$ cat src/rtl/multi_rate_addr_seq_pkg.sv
// Shared types and elaboration-time helpers for the multi-rate address sequencer.
//   mode_e    : end-of-range behaviour (encoding 2'b11 is decoded as WRAP by the top)
//   state_e   : run/pause state
//   period_of : clk cycles per address step at a given speed level
//   cnt_w_of  : width of the rate counter (covers the slowest level)
package mrseq_pkg;

  typedef enum logic [1:0] {
    WRAP   = 2'b00,
    STOP   = 2'b01,
    BOUNCE = 2'b10
  } mode_e;

  typedef enum logic {
    RUN    = 1'b0,
    PAUSED = 1'b1
  } state_e;

  // Levels below the default slow down by 2^shift per step, levels above speed
  // up by the same factor, never dropping below one cycle per step.
  function automatic longint unsigned period_of(input int unsigned lvl,
                                                input int unsigned dflt,
                                                input int unsigned base,
                                                input int unsigned shift);
    longint unsigned p;
    if (lvl <= dflt) begin
      p = 64'(base) << (shift * (dflt - lvl));
    end else begin
      p = 64'(base) >> (shift * (lvl - dflt));
      if (p == 64'd0) p = 64'd1;
    end
    return p;
  endfunction

  // Level 0 is always the slowest, so its period sizes the counter.
  function automatic int unsigned cnt_w_of(input int unsigned dflt,
                                           input int unsigned base,
                                           input int unsigned shift);
    longint unsigned pmax;
    int unsigned     w;
    pmax = period_of(0, dflt, base, shift);
    w    = $clog2(pmax);
    return (w == 0) ? 1 : w;
  endfunction

endpackage

$ cat src/rtl/multi_rate_addr_seq_if.sv
// Control/status bundle of the multi-rate address sequencer.
//   master : drives speed_up, speed_down, pause, dir, mode, load, load_addr;
//            observes address, step, level, paused, at_end
//   slave  : the sequencer side (mirror of master)
interface multi_rate_addr_seq_if #(
  parameter int unsigned ADDR_W = 8,
  parameter int unsigned LVL_W  = 2
);
  logic              speed_up;
  logic              speed_down;
  logic              pause;
  logic              dir;
  logic [1:0]        mode;
  logic              load;
  logic [ADDR_W-1:0] load_addr;
  logic [ADDR_W-1:0] address;
  logic              step;
  logic [LVL_W-1:0]  level;
  logic              paused;
  logic              at_end;

  modport master (
    output speed_up, speed_down, pause, dir, mode, load, load_addr,
    input  address, step, level, paused, at_end
  );

  modport slave (
    input  speed_up, speed_down, pause, dir, mode, load, load_addr,
    output address, step, level, paused, at_end
  );
endinterface

$ cat src/rtl/multi_rate_addr_seq_rate_tick_gen.sv
// Programmable rate divider: counts clk cycles and fires tick_c on the last
// cycle of the period selected by level.
//   clk, Rst_n : clock, synchronous active-low reset
//   level      : speed level selecting the period
//   clear      : restart the count at 0 (wins over hold)
//   hold       : freeze the count
//   tick_c     : combinational, high on the cycle the count wraps
module rate_tick_gen
  import mrseq_pkg::*;
#(
  parameter int unsigned LEVELS        = 4,
  parameter int unsigned DEFAULT_LEVEL = 1,
  parameter int unsigned BASE_PERIOD   = 100_000_000,
  parameter int unsigned SHIFT         = 2,
  parameter int unsigned LVL_W         = 2
) (
  input  logic             clk,
  input  logic             Rst_n,
  input  logic [LVL_W-1:0] level,
  input  logic             clear,
  input  logic             hold,
  output logic             tick_c
);

  localparam int unsigned CNT_W = cnt_w_of(DEFAULT_LEVEL, BASE_PERIOD, SHIFT);

  logic [CNT_W-1:0] cnt_q;
  logic [CNT_W-1:0] last [LEVELS];

  // Constant table of terminal counts (period - 1) per level.
  for (genvar g = 0; g < int'(LEVELS); g++) begin : g_tab
    assign last[g] = CNT_W'(period_of(g, DEFAULT_LEVEL, BASE_PERIOD, SHIFT) - 64'd1);
  end

  assign tick_c = !clear && !hold && (cnt_q == last[level]);

  // Rate counter.
  always_ff @(posedge clk) begin
    if (!Rst_n) begin
      cnt_q <= '0;
    end else if (clear) begin
      cnt_q <= '0;
    end else if (!hold) begin
      cnt_q <= tick_c ? '0 : cnt_q + CNT_W'(1);
    end
  end

endmodule

$ cat src/rtl/multi_rate_addr_seq.sv
// Multi-rate address sequencer: steps an address once per tick of a
// level-selected rate divider, with pause, direction, wrap/stop/bounce end
// handling and synchronous load.
//   clk, Rst_n : clock, synchronous active-low reset
//   bus        : slave side of multi_rate_addr_seq_if
//                in : speed_up, speed_down, pause, dir, mode, load, load_addr
//                out: address, step, level, paused, at_end (all registered)
module multi_rate_addr_seq
  import mrseq_pkg::*;
#(
  parameter int unsigned ADDR_W        = 8,
  parameter int unsigned LEVELS        = 4,
  parameter int unsigned DEFAULT_LEVEL = 1,
  parameter int unsigned BASE_PERIOD   = 100_000_000,
  parameter int unsigned SHIFT         = 2,
  parameter int unsigned ADDR_MIN      = 0,
  parameter int unsigned ADDR_MAX      = (1 << ADDR_W) - 1
) (
  input  logic                  clk,
  input  logic                  Rst_n,
  multi_rate_addr_seq_if.slave  bus
);

  localparam int unsigned       LVL_W = $clog2(LEVELS);
  localparam logic [ADDR_W-1:0] A_MIN = ADDR_W'(ADDR_MIN);
  localparam logic [ADDR_W-1:0] A_MAX = ADDR_W'(ADDR_MAX);
  localparam logic [LVL_W-1:0]  L_TOP = LVL_W'(LEVELS - 1);

  state_e            state_q;
  logic [LVL_W-1:0]  level_q;
  logic [ADDR_W-1:0] addr_q;
  logic              step_q;
  logic              at_end_q;
  logic              flip_q;
  logic              dir_q;

  mode_e             mode_c;
  logic              dir_chg_c;
  logic              flip_eff_c;
  logic              ed_c;
  logic              at_lim_c;
  logic              up_ok_c;
  logic              dn_ok_c;
  logic              speed_req_c;
  logic              clr_c;
  logic              hold_c;
  logic              tick_c;
  logic [ADDR_W-1:0] load_val_c;

  // Decode of controls and per-cycle priority qualifiers.
  always_comb begin
    mode_c      = (bus.mode == 2'b11) ? WRAP : mode_e'(bus.mode);
    dir_chg_c   = (bus.dir != dir_q);
    flip_eff_c  = dir_chg_c ? 1'b0 : flip_q;
    ed_c        = bus.dir ^ flip_eff_c;
    at_lim_c    = ed_c ? (addr_q == A_MIN) : (addr_q == A_MAX);
    up_ok_c     = bus.speed_up && !bus.speed_down && (level_q != L_TOP);
    dn_ok_c     = bus.speed_down && !bus.speed_up && (level_q != '0);
    // Simultaneous up+down leaves the level alone but still restarts the count;
    // a request blocked by saturation is ignored entirely.
    speed_req_c = !bus.load && !bus.pause &&
                  (up_ok_c || dn_ok_c || (bus.speed_up && bus.speed_down));
    clr_c       = bus.load || speed_req_c;
    hold_c      = (state_q == PAUSED) || bus.pause;

    load_val_c = bus.load_addr;
    if (int'(bus.load_addr) < int'(ADDR_MIN)) begin
      load_val_c = A_MIN;
    end else if (int'(bus.load_addr) > int'(ADDR_MAX)) begin
      load_val_c = A_MAX;
    end
  end

  rate_tick_gen #(
    .LEVELS       (LEVELS),
    .DEFAULT_LEVEL(DEFAULT_LEVEL),
    .BASE_PERIOD  (BASE_PERIOD),
    .SHIFT        (SHIFT),
    .LVL_W        (LVL_W)
  ) u_tick (
    .clk   (clk),
    .Rst_n (Rst_n),
    .level (level_q),
    .clear (clr_c),
    .hold  (hold_c),
    .tick_c(tick_c)
  );

  // State, level, address and limit handling.
  always_ff @(posedge clk) begin
    if (!Rst_n) begin
      state_q  <= RUN;
      level_q  <= LVL_W'(DEFAULT_LEVEL);
      addr_q   <= A_MIN;
      step_q   <= 1'b0;
      at_end_q <= 1'b0;
      flip_q   <= 1'b0;
      dir_q    <= 1'b0;
    end else begin
      dir_q  <= bus.dir;
      step_q <= 1'b0;
      if (dir_chg_c) flip_q <= 1'b0;
      if (at_end_q && (dir_chg_c || (mode_c != STOP))) at_end_q <= 1'b0;

      if (bus.load) begin
        addr_q   <= load_val_c;
        at_end_q <= 1'b0;
        flip_q   <= 1'b0;
      end else if (bus.pause) begin
        state_q <= (state_q == RUN) ? PAUSED : RUN;
      end else if (speed_req_c) begin
        if (up_ok_c) level_q <= level_q + LVL_W'(1);
        if (dn_ok_c) level_q <= level_q - LVL_W'(1);
      end else if (tick_c) begin
        if (!at_lim_c) begin
          addr_q <= ed_c ? addr_q - ADDR_W'(1) : addr_q + ADDR_W'(1);
          step_q <= 1'b1;
        end else begin
          case (mode_c)
            STOP: begin
              at_end_q <= 1'b1;
            end
            BOUNCE: begin
              flip_q <= !flip_eff_c;
              addr_q <= ed_c ? A_MIN + ADDR_W'(1) : A_MAX - ADDR_W'(1);
              step_q <= 1'b1;
            end
            default: begin
              addr_q <= ed_c ? A_MAX : A_MIN;
              step_q <= 1'b1;
            end
          endcase
        end
      end
    end
  end

  assign bus.address = addr_q;
  assign bus.step    = step_q;
  assign bus.level   = level_q;
  assign bus.paused  = (state_q == PAUSED);
  assign bus.at_end  = at_end_q;

endmodule

$ cat src/flat_wrapper.sv
// flat-port wrapper written by rule: the top's interface ports become plain ports
module multi_rate_addr_seq_flat import mrseq_pkg::*;
#(
  parameter int unsigned ADDR_W        = 8,
  parameter int unsigned LEVELS        = 4,
  parameter int unsigned DEFAULT_LEVEL = 1,
  parameter int unsigned BASE_PERIOD   = 100_000_000,
  parameter int unsigned SHIFT         = 2,
  parameter int unsigned ADDR_MIN      = 0,
  parameter int unsigned ADDR_MAX      = (1 << ADDR_W) - 1
)
  (clk, Rst_n, bus_speed_up, bus_speed_down, bus_pause, bus_dir, bus_mode, bus_load, bus_load_addr, bus_address, bus_step, bus_level, bus_paused, bus_at_end);
  multi_rate_addr_seq_if #(.ADDR_W(ADDR_W), .LVL_W((2))) bus_i ();
  input  logic clk;
  input  logic Rst_n;
  input wire logic [$bits(bus_i.speed_up)-1:0] bus_speed_up;
  input wire logic [$bits(bus_i.speed_down)-1:0] bus_speed_down;
  input wire logic [$bits(bus_i.pause)-1:0] bus_pause;
  input wire logic [$bits(bus_i.dir)-1:0] bus_dir;
  input wire logic [$bits(bus_i.mode)-1:0] bus_mode;
  input wire logic [$bits(bus_i.load)-1:0] bus_load;
  input wire logic [$bits(bus_i.load_addr)-1:0] bus_load_addr;
  output wire logic [$bits(bus_i.address)-1:0] bus_address;
  output wire logic [$bits(bus_i.step)-1:0] bus_step;
  output wire logic [$bits(bus_i.level)-1:0] bus_level;
  output wire logic [$bits(bus_i.paused)-1:0] bus_paused;
  output wire logic [$bits(bus_i.at_end)-1:0] bus_at_end;
  assign bus_i.speed_up = bus_speed_up;
  assign bus_i.speed_down = bus_speed_down;
  assign bus_i.pause = bus_pause;
  assign bus_i.dir = bus_dir;
  assign bus_i.mode = bus_mode;
  assign bus_i.load = bus_load;
  assign bus_i.load_addr = bus_load_addr;
  assign bus_address = bus_i.address;
  assign bus_step = bus_i.step;
  assign bus_level = bus_i.level;
  assign bus_paused = bus_i.paused;
  assign bus_at_end = bus_i.at_end;
  multi_rate_addr_seq #(.ADDR_W(ADDR_W), .LEVELS(LEVELS), .DEFAULT_LEVEL(DEFAULT_LEVEL), .BASE_PERIOD(BASE_PERIOD), .SHIFT(SHIFT), .ADDR_MIN(ADDR_MIN), .ADDR_MAX(ADDR_MAX)) u_core (.clk(clk), .Rst_n(Rst_n), .bus(bus_i));
endmodule
$ cat config.mk
export PLATFORM = sky130hd
export DESIGN_NAME = multi_rate_addr_seq_flat
export DESIGN_NICKNAME = d
export VERILOG_FILES = /design/src/rtl/multi_rate_addr_seq_pkg.sv /design/src/rtl/multi_rate_addr_seq_if.sv /design/src/rtl/multi_rate_addr_seq_rate_tick_gen.sv /design/src/rtl/multi_rate_addr_seq.sv /design/src/flat_wrapper.sv
export SDC_FILE = /design/constraint.sdc
export NUM_CORES = 1
export LEC_CHECK = 0
export ABC_CLOCK_PERIOD_IN_PS = 4300
export CORE_UTILIZATION = 36
export CTS_CLUSTER_DIAMETER = 60
export DETAILED_ROUTE_END_ITERATION = 10
export HOLD_SLACK_MARGIN = 0.15
export PLACE_DENSITY = 0.55
export SLEW_MARGIN = 30
export SYNTH_ARGS = -nofsm -noshare
export SYNTH_HDL_FRONTEND = slang
export SYNTH_SLANG_ARGS = --single-unit
$ cat constraint.sdc
create_clock -name clk -period 4.3 [get_ports clk]
set_input_delay 1.29 -clock clk [delete_from_list [all_inputs] [get_ports clk]]
set_output_delay 1.29 -clock clk [all_outputs]
set_load 0.02 [all_outputs]
==> flow_summary_export.csv, run 1 <==
group,metric,value,unit
outcome,status,"completed",
layout,syn2layout_area_growth,19.7,%
job,maxCapViolations,0,
layout,fin_nets,374,
setup_path,critical_path_class,"in2reg",
global_routing,grt_max_degree,29,
clock_tree,cts_sinks,44,
placement,dp.final_hpwl,4450,um
setup_path,critPathMaxFanout,6,
clock_tree,post_cts_buffers,0,
synthesis,ys_ff_latch,44,
timing,tns,0,ns
clock_tree,clk_latency,0.30,ns
power_and_ir_drop,power,0.895,mW
setup_path,startpoint_type,"input port",
hold_path,hold_path_class,"reg2reg",
hold_path,hold_path_end,"u_core.u_tick.cnt_q[1]",
drt,drc_errors,0,
setup_path,reg2regPathDepth,7,
layout,antenna_cells,0,
drt,drtIter0Drc,71,
power_and_ir_drop,leakagePower,1.09,nW
hold_path,min-delay-start,"u_core.u_tick.cnt_q[1]",
synthesis,synth-edff-count,0,
placement,place.gp.congestion,0.874,
synthesis,seq_area_frac_synth,33.3,%
synthesis,synth_most_common_cell,"nor2_1",
setup_path,cp.arrival,3.69,ns
setup_path,critPathCaptureType,"register",
clock_tree,clockBufferDepth,2,
synthesis,synth_top_area_share,33.3,%
power_and_ir_drop,vdd_drop_max,0.150,mV
setup_path,rr_endpoint,"u_core.flip_q",
synthesis,synthTopCellsByCount,"nor2_1 (50), dfxtp_1 (44), nand2_1 (21), xor2_1 (20), xnor2_1 (19)",
drt,num_vias,2258,
setup_path,timing.rr.start,"u_core.bus.level[1]",
synthesis,synth_ff_type,"dfxtp_1",
hold_path,min_delay_path_depth,2,
timing,fin_crit_sh,80.7,%
synthesis,synth.cell_area,0.00265,mm2
clock_tree,cts_resized,0,
floorplan,ioPinCount,30,
floorplan,row_count,30,
timing,setup_viol,0,
clock_tree,cts_root_buf,"clkbuf_8",
floorplan,die_h,87.7,um
layout,fin_area,0.00317,mm2
synthesis,syn_avg_cell_area,8.48,um2
layout,drive_gt1_share,8.65,%
global_routing,antenna_found_initial,0,
synthesis,async_reset_ff_share,0,%
timing,rsz0062_at_grt,"no",
clock_tree,numCtsBuffers,5,
synthesis,yosys.area.top_type,"dfxtp_1",
drt,vias_per_cell,5.10,
global_routing,grt_pass1_wl,10300,um
placement,port-buffer-count,29,
placement,place_area,0.00306,mm2
floorplan,dieArea,0.00770,mm2
clock_tree,clk_pin_slew_worst_paths,0.09,ns
synthesis,synth.area.top_cells,"dfxtp_1 (33%), nor2_1 (7.1%), xor2_1 (6.6%)",
global_routing,track_usage,17.2,%
power_and_ir_drop,power.density,283,mW/mm2
timing,period_minus_slack,3.47,ns
drt,dr.pass1.iters,5,
timing,fmax,288,MHz
timing,finalClockSkew,0.00223,ns
setup_path,cp.required,4.52,ns
drt,ant_nets,0,
synthesis,syn-num-nets,340,
synthesis,netlist_instances,312,
timing,final_hold_viol_count,0,
drt,wl_per_cell,13.8,um
drt,wl,6090,um
timing,relSlewSlack,59.7,%
clock_tree,htreeDepth,2,
timing,drv_slew,0,
synthesis,ys_types,58,
floorplan,die_w,87.7,um
timing,worst_slew_pin_slew,0.588,ns
global_routing,overflow,0,
clock_tree,cts_tree,"yes",
clock_tree,cts_hold_buf,0,
synthesis,yosys_warnings,0,
global_routing,first_global_vias,2118,
floorplan,coreArea,0.00694,mm2
setup_path,timing.reg2reg.setup_slack,1.66,ns
floorplan,start_util,38.1,%
[through the flow]
| step | std cells | hold WS [ns] | setup slack, ns | util (%) |
|---|---|---|---|---|
| final | 443 | 0.508 | 0.829 | 45.6 |
| after global routing | 443 | 0.552 | 0.699 | 45.6 |
| after CTS | 443 | 0.514 | 0.897 | 45.6 |
| after detailed placement | 435 | 0.503 | 0.563 | 44.0 |
| after global placement | 435 | 0.485 | 0.645 | 44.0 |
| after floorplan | 312 | 0.468 | 1.15 | - |
[state kept, by name, summed over array words and instances (netlist names)]
name and flops:
u_core.bus.address 8, u_core.bus.at_end 1, u_core.bus.level 2, u_core.bus.paused 1, u_core.bus.step 1, u_core.dir_q 1
u_core.flip_q 1, u_core.u_tick.cnt_q 29
[worst max-delay path, stage by stage]
cell             delay (ns)
clkdlybuf4s50_1        0.51
nor2_1                 0.08
nor2_1                 0.41
buf_4                  0.24
ha_1                   0.27
o21ai_0                0.19
a21oi_1                0.09
o22ai_1                0.19
xnor2_1                0.14
nand2_1                0.08
a211oi_2               0.20
[routing by layer]
metal  up-vias  wire length, um  global-route usage, %
met2        34             2580                   25.0
met4         0               46                   5.37
met1      1050             3270                   25.5
li1       1169                -                      -
met5         -                0                      0
met3         5              200                   2.92
[logic make-up after synthesis]
family	Yosys count	share of synthesized area (%)
simple gates	151	31.9
fa+ha+maj	11	5.48
compound gates	44	11.4
buf+inv	18	2.98
mux	5	1.99
xor+xnor	39	12.9
flops	44	33.3
[area by class of cell]
class                           instances  area [um2]
Fill cell                             692        3780
Multi-Input combinational cell        250        1690
Sequential cell                        44         881
Timing Repair Buffer                   34         328
Tap cell                               96         120
Clock buffer                            5        68.8
Clock inverter                          3        42.5
Inverter                               11        41.3
[how the worst max path moves through the flow]
stage | startpoint | to | slack (ns) | cells past startpoint
after global placement | bus_dir | u_core.bus.address[6] | 0.65 | 10
after CTS | bus_dir | u_core.bus.address[7] | 0.90 | 11
after global routing | bus_dir | u_core.bus.address[6] | 0.70 | 10
after floorplan | bus_dir | u_core.bus.address[6] | 1.15 | 9
final | bus_dir | u_core.bus.address[7] | 0.83 | 11
after detailed placement | bus_dir | u_core.bus.address[7] | 0.56 | 11
[power breakdown]
part | total (mW) | leakage, nW | internal [mW] | switching [mW]
Sequential | 0.430 | 0.357 | 0.416 | 0.0138
Combinational | 0.145 | 0.675 | 0.0697 | 0.0749
Clock | 0.321 | 0.0541 | 0.172 | 0.149
[cells in the final DEF (no fill, tap or decap), types with 7 or more instances in the layout]
cell type,instances
o21ai_0,11
dfxtp_1,44
ha_1,10
xor2_1,20
nor2_1,50
a21oi_1,11
inv_1,10
and2_1,7
clkdlybuf4s50_1,29
nand2_1,21
nand4_1,10
xnor2_1,19
nand3_1,14
Power figures use the tool's default switching activity.
==> inputs of run 2 (changes only) <==
--- a/config.mk
+++ b/config.mk
@@ -5,7 +5,7 @@
 export SDC_FILE = /design/constraint.sdc
 export NUM_CORES = 1
 export LEC_CHECK = 0
-export ABC_CLOCK_PERIOD_IN_PS = 4300
+export ABC_CLOCK_PERIOD_IN_PS = 3300
 export CORE_UTILIZATION = 36
 export CTS_CLUSTER_DIAMETER = 60
 export DETAILED_ROUTE_END_ITERATION = 10
==> constraint.sdc (replaced) <==
create_clock -name clk -period 3.3 [get_ports clk]
set_input_delay 0.99 -clock clk [delete_from_list [all_inputs] [get_ports clk]]
set_output_delay 0.99 -clock clk [all_outputs]
set_load 0.02 [all_outputs]
==> run 2 against run 1 <==
  * Largest power group unchanged
  * Via count grew 0.89%
  * Clock power grew 33%
  * Register-to-register slack lost 0.89 ns
  * Sequential power grew 30%
  * Non-clock buffer count grew 4
  * Worst hold slack lost 0.0041 ns
  * Clock-buffer cell count is the same
  * Final cell count grew 0.90%
  * Utilization grew 0.61 points
  * Highest routed layer unchanged
  * First-iteration DRC count grew 24%
==> flow_summary_export.csv, run 2 (same netlist as run 1, synthesis figures left out) <==
group,metric,value,unit
setup_path,max_stage_delay,0.45,ns
clock_tree,cts_resized,0,
setup_path,critPathCaptureType,"register",
layout,largest_reg_flops,29,
drt,num_vias,2278,
drt,wl,6340,um
job,maxCapViolations,0,
placement,post-place-ws,0.0291,ns
power_and_ir_drop,power.density,368,mW/mm2
setup_path,cp.arrival,3.16,ns
clock_tree,clk_pin_slew_worst_paths,0.09,ns
floorplan,dieArea,0.00770,mm2
layout,fillerInstances,691,
global_routing,grt_max_degree,29,
drt,dr.pass1.iters,4,
placement,placed_cells,439,
timing,fmax,336,MHz
drt,drc_errors,0,
setup_path,cp_cell_sequence,"clkdlybuf4s50_1 -> nor2_1 -> nor2_1 -> buf_4 -> ha_1 -> nand3_1 -> a21boi_0 -> o21ai_0 -> and3_1 -> o21ai_0 -> a21oi_1",
clock_tree,cts_hold_buf,0,
placement,place.gp.congestion,0.850,
layout,syn2layout_area_growth,21.3,%
setup_path,cp.required,3.49,ns
setup_path,critical_path_class,"in2reg",
layout,fin_area,0.00321,mm2
drt,drtIter0Drc,88,
timing,final_hold_viol_count,0,
clock_tree,cts_root_buf,"clkbuf_8",
layout,fin_nets,378,
floorplan,die_w,87.7,um
layout,final_common_cell,"nor2_1",
clock_tree,numCtsBuffers,5,
timing,worst_slew_pin_slew,0.596,ns
layout,layout_common_cells,"nor2_1 (50), dfxtp_1 (44), clkdlybuf4s50_1 (29)",
clock_tree,clk_latency,0.30,ns
outcome,status,"completed",
setup_path,critPathSlowestCell,"clkdlybuf4s50_1",
layout,instances_no_fill,447,
clock_tree,clockBufferDepth,2,
placement,place_area,0.00310,mm2
global_routing,track_usage,17.2,%
clock_tree,post_cts_buffers,0,
drt,vias_per_cell,5.10,
layout,antenna_cells,0,
timing,drv_slew,0,
layout,drive_gt1_share,9.69,%
placement,dp.final_hpwl,4680,um
timing,relSlewSlack,59.1,%
setup_path,startpoint_type,"input port",
floorplan,coreArea,0.00694,mm2
global_routing,antenna_found_initial,0,
floorplan,die_h,87.7,um
setup_path,critPathMaxFanout,10,
timing,tns,0,ns
drt,wl_per_cell,14.2,um
placement,port-buffer-count,29,
layout,largest_register,"u_core.u_tick.cnt_q",
timing,finalClockSkew,0.0110,ns
floorplan,row_count,30,
timing,setup_viol,0,
global_routing,overflow,0,
clock_tree,htreeDepth,2,
timing,fin_crit_sh,90.1,%
clock_tree,cts_tree,"yes",
timing,period_minus_slack,2.97,ns
drt,ant_nets,0,
floorplan,start_util,38.1,%
timing,rsz0062_at_grt,"no",
power_and_ir_drop,vdd_drop_max,0.171,mV
timing,finalWorstSetupSlack,0.325,ns
power_and_ir_drop,leakagePower,1.11,nW
clock_tree,cts_sinks,44,
global_routing,first_global_vias,2097,
hold_path,hold_path_class,"reg2reg",
timing,whs,0.504,ns
global_routing,grt_pass1_wl,10200,um
floorplan,ioPinCount,30,
-- run 2: final timing paths --
| path | endpoint | cells after the start | start | slack, ns |
|---|---|---|---|---|
| setup / recovery | u_core.bus.address[5] | 11 | bus_dir | 0.33 |
| hold / removal | u_core.u_tick.cnt_q[1] | 2 | u_core.u_tick.cnt_q[1] | 0.50 |
| setup reg to reg | u_core.flip_q | 8 | u_core.bus.level[1] | 0.77 |
| hold reg to reg | u_core.u_tick.cnt_q[1] | 2 | u_core.u_tick.cnt_q[1] | 0.50 |
-- run 2: metal layers --
metal / global-route usage [%] / vias to the layer above / share of wire (%)
met5: 0 / - / 0
met4: 4.02 / 0 / 0.82
met2: 26.0 / 31 / 42
li1: - / 1175 / -
met3: 2.83 / 6 / 2.2
met1: 25.2 / 1066 / 55
-- run 2: cell type report --
cell class / instances / area (um2) / area share [%]
clock buffer: 5 / 68.8 / 2.14
clock inverter: 3 / 42.5 / 1.33
inverter: 11 / 41.3 / 1.29
multi-input combinational: 250 / 1690 / 52.5
sequential: 44 / 881 / 27.4
tap: 96 / 120 / 3.74
timing repair buffer: 38 / 370 / 11.5
-- run 2: metrics by stage --
stage | utilization, % | total power, mW
CTS | 46.2 | 1.19
floorplan | - | 0.689
global route | 46.2 | 1.23
finish | 46.2 | 1.18
detailed placement | 44.6 | 0.765
global placement | 44.6 | 0.764
-- run 2: power by group --
group | internal, mW | switching [mW]
clock network | 0.224 | 0.203
logic | 0.0945 | 0.0999
registers | 0.542 | 0.0176
total | 0.861 | 0.321
-- run 2: worst max-delay path: cells and delay by family --
| kind | cells | cell delay, ns |
|---|---|---|
| buffers and inverters | 2 | 0.63 |
| AND/OR/NAND/NOR | 4 | 0.52 |
| adder cells (fa/ha/maj) | 1 | 0.34 |
| AO/OA/AOI/OAI | 4 | 0.68 |
==> edit 1, RTL diff (settings of run 2) <==
Reset style: asynchronous (`Rst_n`), changed in 2 clocked blocks. Comments in the files are not updated.
--- a/src/rtl/multi_rate_addr_seq_rate_tick_gen.sv
+++ b/src/rtl/multi_rate_addr_seq_rate_tick_gen.sv
@@ -36,5 +36,5 @@
 
   // Rate counter.
-  always_ff @(posedge clk) begin
+  always_ff @(posedge clk or negedge Rst_n) begin
     if (!Rst_n) begin
       cnt_q <= '0;
--- a/src/rtl/multi_rate_addr_seq.sv
+++ b/src/rtl/multi_rate_addr_seq.sv
@@ -88,5 +88,5 @@
 
   // State, level, address and limit handling.
-  always_ff @(posedge clk) begin
+  always_ff @(posedge clk or negedge Rst_n) begin
     if (!Rst_n) begin
       state_q  <= RUN;
Function: differs if Rst_n is asserted again (counterexample within 4 cycles, from zero or initial values and one cycle with Rst_n low); with Rst_n held inactive, the same outputs for 4 cycles.
==> edit 1 against run 2 <==
  * Non-clock buffer count is 16 higher
  * Clock skew fell by 0.0012 ns
  * Cell area increased by 12%
  * Worst setup slack worse by 0.14 ns
  * Synthesized area up 12%
  * Sequential cell count did not move
  * Wire length rose by 21%
Power is not compared: it rests on default switching activity, and its combinational part moved more than twofold at a synthesized area within 25%.
==> edit 1: results (changes against run 2) <==
| Metric | Value |
|---|---|
| Die area | `8630 um2 (was 7700 um2)` |
| Gpl congestion | `0.809 (was 0.850)` |
| Register Area | `1100 um2 (was 881 um2)` |
| Clock buffers | `7 (was 5)` |
| Total wire length | `7.67 mm (was 6.34 mm)` |
| Skew final | `0.00986 ns (was 0.0110 ns)` |
| Multi-input combinational cell count | `268 (was 250)` |
| Critical Path AT | `3.30 ns (was 3.16 ns)` |
| Share of layout cells above drive strength 1 | `11.2% (was 9.69%)` |
| Worst-path fanout max | `5 (was 10)` |
| DR WL met3 | `242 um (was 141 um)` |
| Worst hold path depth | `1 (was 2)` |
| Grt met2 use | `28.9% (was 26.0%)` |
| Metal2 WL | `3.29 mm (was 2.68 mm)` |
| RR Startpoint | `u_core.bus.level[0] (was u_core.bus.level[1])` |
| Cell Area, Placed | `3510 um2 (was 3100 um2)` |
| Status | `finished, final reports clean (unchanged)` |
| First-pass GRT wire length | `13.1 mm (was 10.2 mm)` |
| Met1 wire length | `4.07 mm (was 3.46 mm)` |
| Hold EP | `u_core.bus.paused (was u_core.u_tick.cnt_q[1])` |
| Synthesized instance count | `338 (was 312)` |
| Met1 Usage GRT | `28.9% (was 25.2%)` |
| Most frequent cells after synthesis | `dfrtp_1 (43), nand2_1 (30), o21ai_0 (26) (was nor2_1 (50), dfxtp_1 (44), nand2_1 (21))` |
| GR Util met3 | `2.87% (was 2.83%)` |
| Seq/Total Area, Yosys | `37.1% (was 33.3%)` |
| Multi-input logic area | `1780 um2 (was 1690 um2)` |
| Dpl hpwl | `5.62 mm (was 4.68 mm)` |
| Via count | `2,757 (was 2,278)` |
| Worst Hold Slack | `0.530 ns (was 0.504 ns)` |
| CP endpoint | `u_core.flip_q (was u_core.bus.address[5])` |
| DR vias/cell | `5.66 (was 5.10)` |
| Largest net degree at the start of global routing | `25 (was 29)` |
| Placed cells | `479 (was 439)` |
| Number of sequential cells | `44 (unchanged)` |
| Starting DRC count in detailed routing | `135 (was 88)` |
| R2r worst-path depth | `9 (was 8)` |
| Setup crit start | `u_core.bus.level[0] (was bus_dir)` |
| Min cycle time layout | `3.11 ns (was 2.97 ns)` |
| Post-synthesis net count | `365 (was 340)` |
| Clk tree area frac | `2.26% (was 3.47%)` |
| Non-clock buffer count | `54 (was 38)` |
| HP Start | `u_core.bus.paused (was u_core.u_tick.cnt_q[1])` |
| NonClk Buf Share | `13.1% (was 11.5%)` |
| Layout fillers | `785 (was 691)` |
| Nets | `411 (was 378)` |
| All-Layer GR Usage | `19.2% (was 17.2%)` |
==> edit 1: cell count changes after synthesis, moves of 8 or more <==
cell / before / now
xor2_1: 20 / 1
nor2_1: 50 / 16
a31oi_1: 0 / 8
nand3_1: 14 / 22
dfrtp_1: 0 / 43
o21ai_0: 11 / 26
clkbuf_1: 3 / 13
dfxtp_1: 44 / 0
nand2_1: 21 / 30
==> edit 1: critical path: stages (launching register included) <==
cell and delay [ns]:
dfstp_2 0.59, inv_1 0.06, ha_1 0.21, or4b_1 0.50, a211o_1 0.34, or4_2 0.62
nor4_1 0.20, buf_4 0.17, a311oi_1 0.09, a41o_1 0.22
==> edit 1: cells by family after synthesis <==
| group | synth area share (%) |
|---|---|
| simple gates | 26.6 |
| flops | 37.1 |
| xor+xnor | 3.83 |
| fa+ha+maj | 4.46 |
| buf+inv | 3.45 |
| mux | 3.79 |
| compound gates | 20.8 |
==> edit 2, RTL diff (config.mk and constraints of run 2) <==
Without the edit above. `ADDR_W` is set to 8 in 3 places; all go to 7.
--- a/src/rtl/multi_rate_addr_seq_if.sv
+++ b/src/rtl/multi_rate_addr_seq_if.sv
@@ -4,5 +4,5 @@
 //   slave  : the sequencer side (mirror of master)
 interface multi_rate_addr_seq_if #(
-  parameter int unsigned ADDR_W = 8,
+  parameter int unsigned ADDR_W = 7,
   parameter int unsigned LVL_W  = 2
 );
--- a/src/rtl/multi_rate_addr_seq.sv
+++ b/src/rtl/multi_rate_addr_seq.sv
@@ -9,5 +9,5 @@
   import mrseq_pkg::*;
 #(
-  parameter int unsigned ADDR_W        = 8,
+  parameter int unsigned ADDR_W        = 7,
   parameter int unsigned LEVELS        = 4,
   parameter int unsigned DEFAULT_LEVEL = 1,
--- a/src/flat_wrapper.sv
+++ b/src/flat_wrapper.sv
@@ -2,5 +2,5 @@
 module multi_rate_addr_seq_flat import mrseq_pkg::*;
 #(
-  parameter int unsigned ADDR_W        = 8,
+  parameter int unsigned ADDR_W        = 7,
   parameter int unsigned LEVELS        = 4,
   parameter int unsigned DEFAULT_LEVEL = 1,
Interface: changed (resized bus_address and bus_load_addr); port bits go from 30 to 28. No check against the original RTL was run, so the function may have changed too.
==> edit 2 against run 2 <==
  * Wire length shrank 7.2%
  * Power shrank 11%
  * Synthesized cell count shrank 5.8%
  * Register-to-register slack lost 0.14 ns
  * Cell area shrank 3.5%
  * Synthesized area shrank 4.1%
  * Worst hold slack lost 0.0040 ns
  * Sequential cell count shrank 1
  * Worst setup slack lost 0.064 ns
  * Non-clock buffer count grew 8
  * Utilization shrank 0.62 points
  * Global-route usage shrank 0.40 points
  * Largest power group unchanged
  * Highest routed layer unchanged
==> edit 2: results (changes against run 2) <==
| Metric | Value |
|---|---|
| Port bufs | `27 (was 29)` |
| Worst reg-to-reg setup slack | `0.63 ns (was 0.77 ns)` |
| Worst vdd ir | `0.182 mV (was 0.171 mV)` |
| Seq/Total Area, Yosys | `33.9% (was 33.3%)` |
| Mapped Area | `2540 um2 (was 2650 um2)` |
| Mux cell area share after synthesis | `0.838% (was 1.99%)` |
| Dpl hpwl | `4.47 mm (was 4.68 mm)` |
| Compound-Gate Fraction of Synth Area | `14.0% (was 11.4%)` |
| Syn. warnings | `0 (unchanged)` |
| Skew final | `0.00744 ns (was 0.0110 ns)` |
| Starting DRC count in detailed routing | `117 (was 88)` |
| Share of layout cells above drive strength 1 | `11.2% (was 9.69%)` |
| Placed cells | `428 (was 439)` |
| Worst Hold Slack | `0.500 ns (was 0.504 ns)` |
| Worst-margin pin slew | `0.409 ns (was 0.596 ns)` |
| Total wire length | `5.88 mm (was 6.34 mm)` |
| Status | `finished, final reports clean (unchanged)` |
| Xor/xnor share of the synthesized area | `12.8% (was 12.9%)` |
| Largest delay share family, worst path | `simple AND/OR/NAND/NOR gates (was compound AO/OA/AOI/OAI gates)` |
| Mean Syn Cell Area | `8.63 um2 (was 8.48 um2)` |
| CTS Buffer Depth | `2 (unchanged)` |
| Top area cells in the synthesized netlist | `dfxtp_1 (34%), xnor2_1 (7.2%), nor2_1 (5.6%), xor2_1 (5.5%), ha_1 (3.9%) (was dfxtp_1 (33%), nor2_1 (7.1%), xor2_1 (6.6%), xnor2_1 (6.3%), ha_1 (4.7%))` |
| Nets | `364 (was 378)` |
| Slowest CP cell | `or4_1 (was clkdlybuf4s50_1)` |
| Pleak | `0.00108 uW (was 0.00111 uW)` |
| Adder-cell share of the synthesized area | `4.73% (was 5.48%)` |
| DR vias/cell | `5.04 (was 5.10)` |
| Critical Path AT | `3.23 ns (was 3.16 ns)` |
| Cell Area, Placed | `3020 um2 (was 3100 um2)` |
| Vias in the first global route | `2,061 (was 2,097)` |
| Comb group | `179 uW (was 194 uW)` |
| Clk pwr share | `31.0% (was 36.2%)` |
| First-pass GRT wire length | `9.97 mm (was 10.2 mm)` |
| CP endpoint | `u_core.bus.address[3] (was u_core.bus.address[5])` |
| Largest net degree at the start of global routing | `30 (was 29)` |
| Worst-path fanout max | `11 (was 10)` |
| Setup Buffers After CTS | `0 (unchanged)` |
| Gpl congestion | `0.871 (was 0.850)` |
| R2r worst-path depth | `9 (was 8)` |
| Setup crit start | `bus_pause (was bus_dir)` |
| Post-layout power | `1050 uW (was 1180 uW)` |
| CP max stage delay | `0.64 ns (was 0.45 ns)` |
| Pre-CTS WS | `-0.0740 ns (was 0.0291 ns)` |
| Post-synthesis net count | `319 (was 340)` |
| Layout fillers | `679 (was 691)` |
| Most frequent cells after synthesis | `dfxtp_1 (43), nor2_1 (38), xnor2_1 (21) (was nor2_1 (50), dfxtp_1 (44), nand2_1 (21))` |
## edit 2: cell count changes after synthesis, moves of 3 or more
cell	run 2	this run
and4_1	5	2
xor2_1	20	16
a21boi_0	4	1
nor3_1	5	11
nand3_1	14	10
and2_1	7	2
buf_4	0	3
nor2_1	50	38
a211oi_1	0	6
nor2b_1	2	7
## edit 2: per-layer routing
metal | wire (um) | track usage [%]
met1 | 3120 | 24.5
met2 | 2540 | 25.6
met4 | 42 | 3.33
met5 | 0 | 0
met3 | 178 | 3.08
## edit 2: cell type report
cell class | count | area [um2] | area share [%]
multi-input cells | 235 | 1580 | 51.0
clock buffers | 7 | 76.3 | 2.46
inverters | 8 | 30.0 | 0.969
well taps | 96 | 120 | 3.88
flip-flops and latches | 43 | 861 | 27.8
clock inverters | 1 | 5.00 | 0.161
repair buffers | 46 | 425 | 13.7
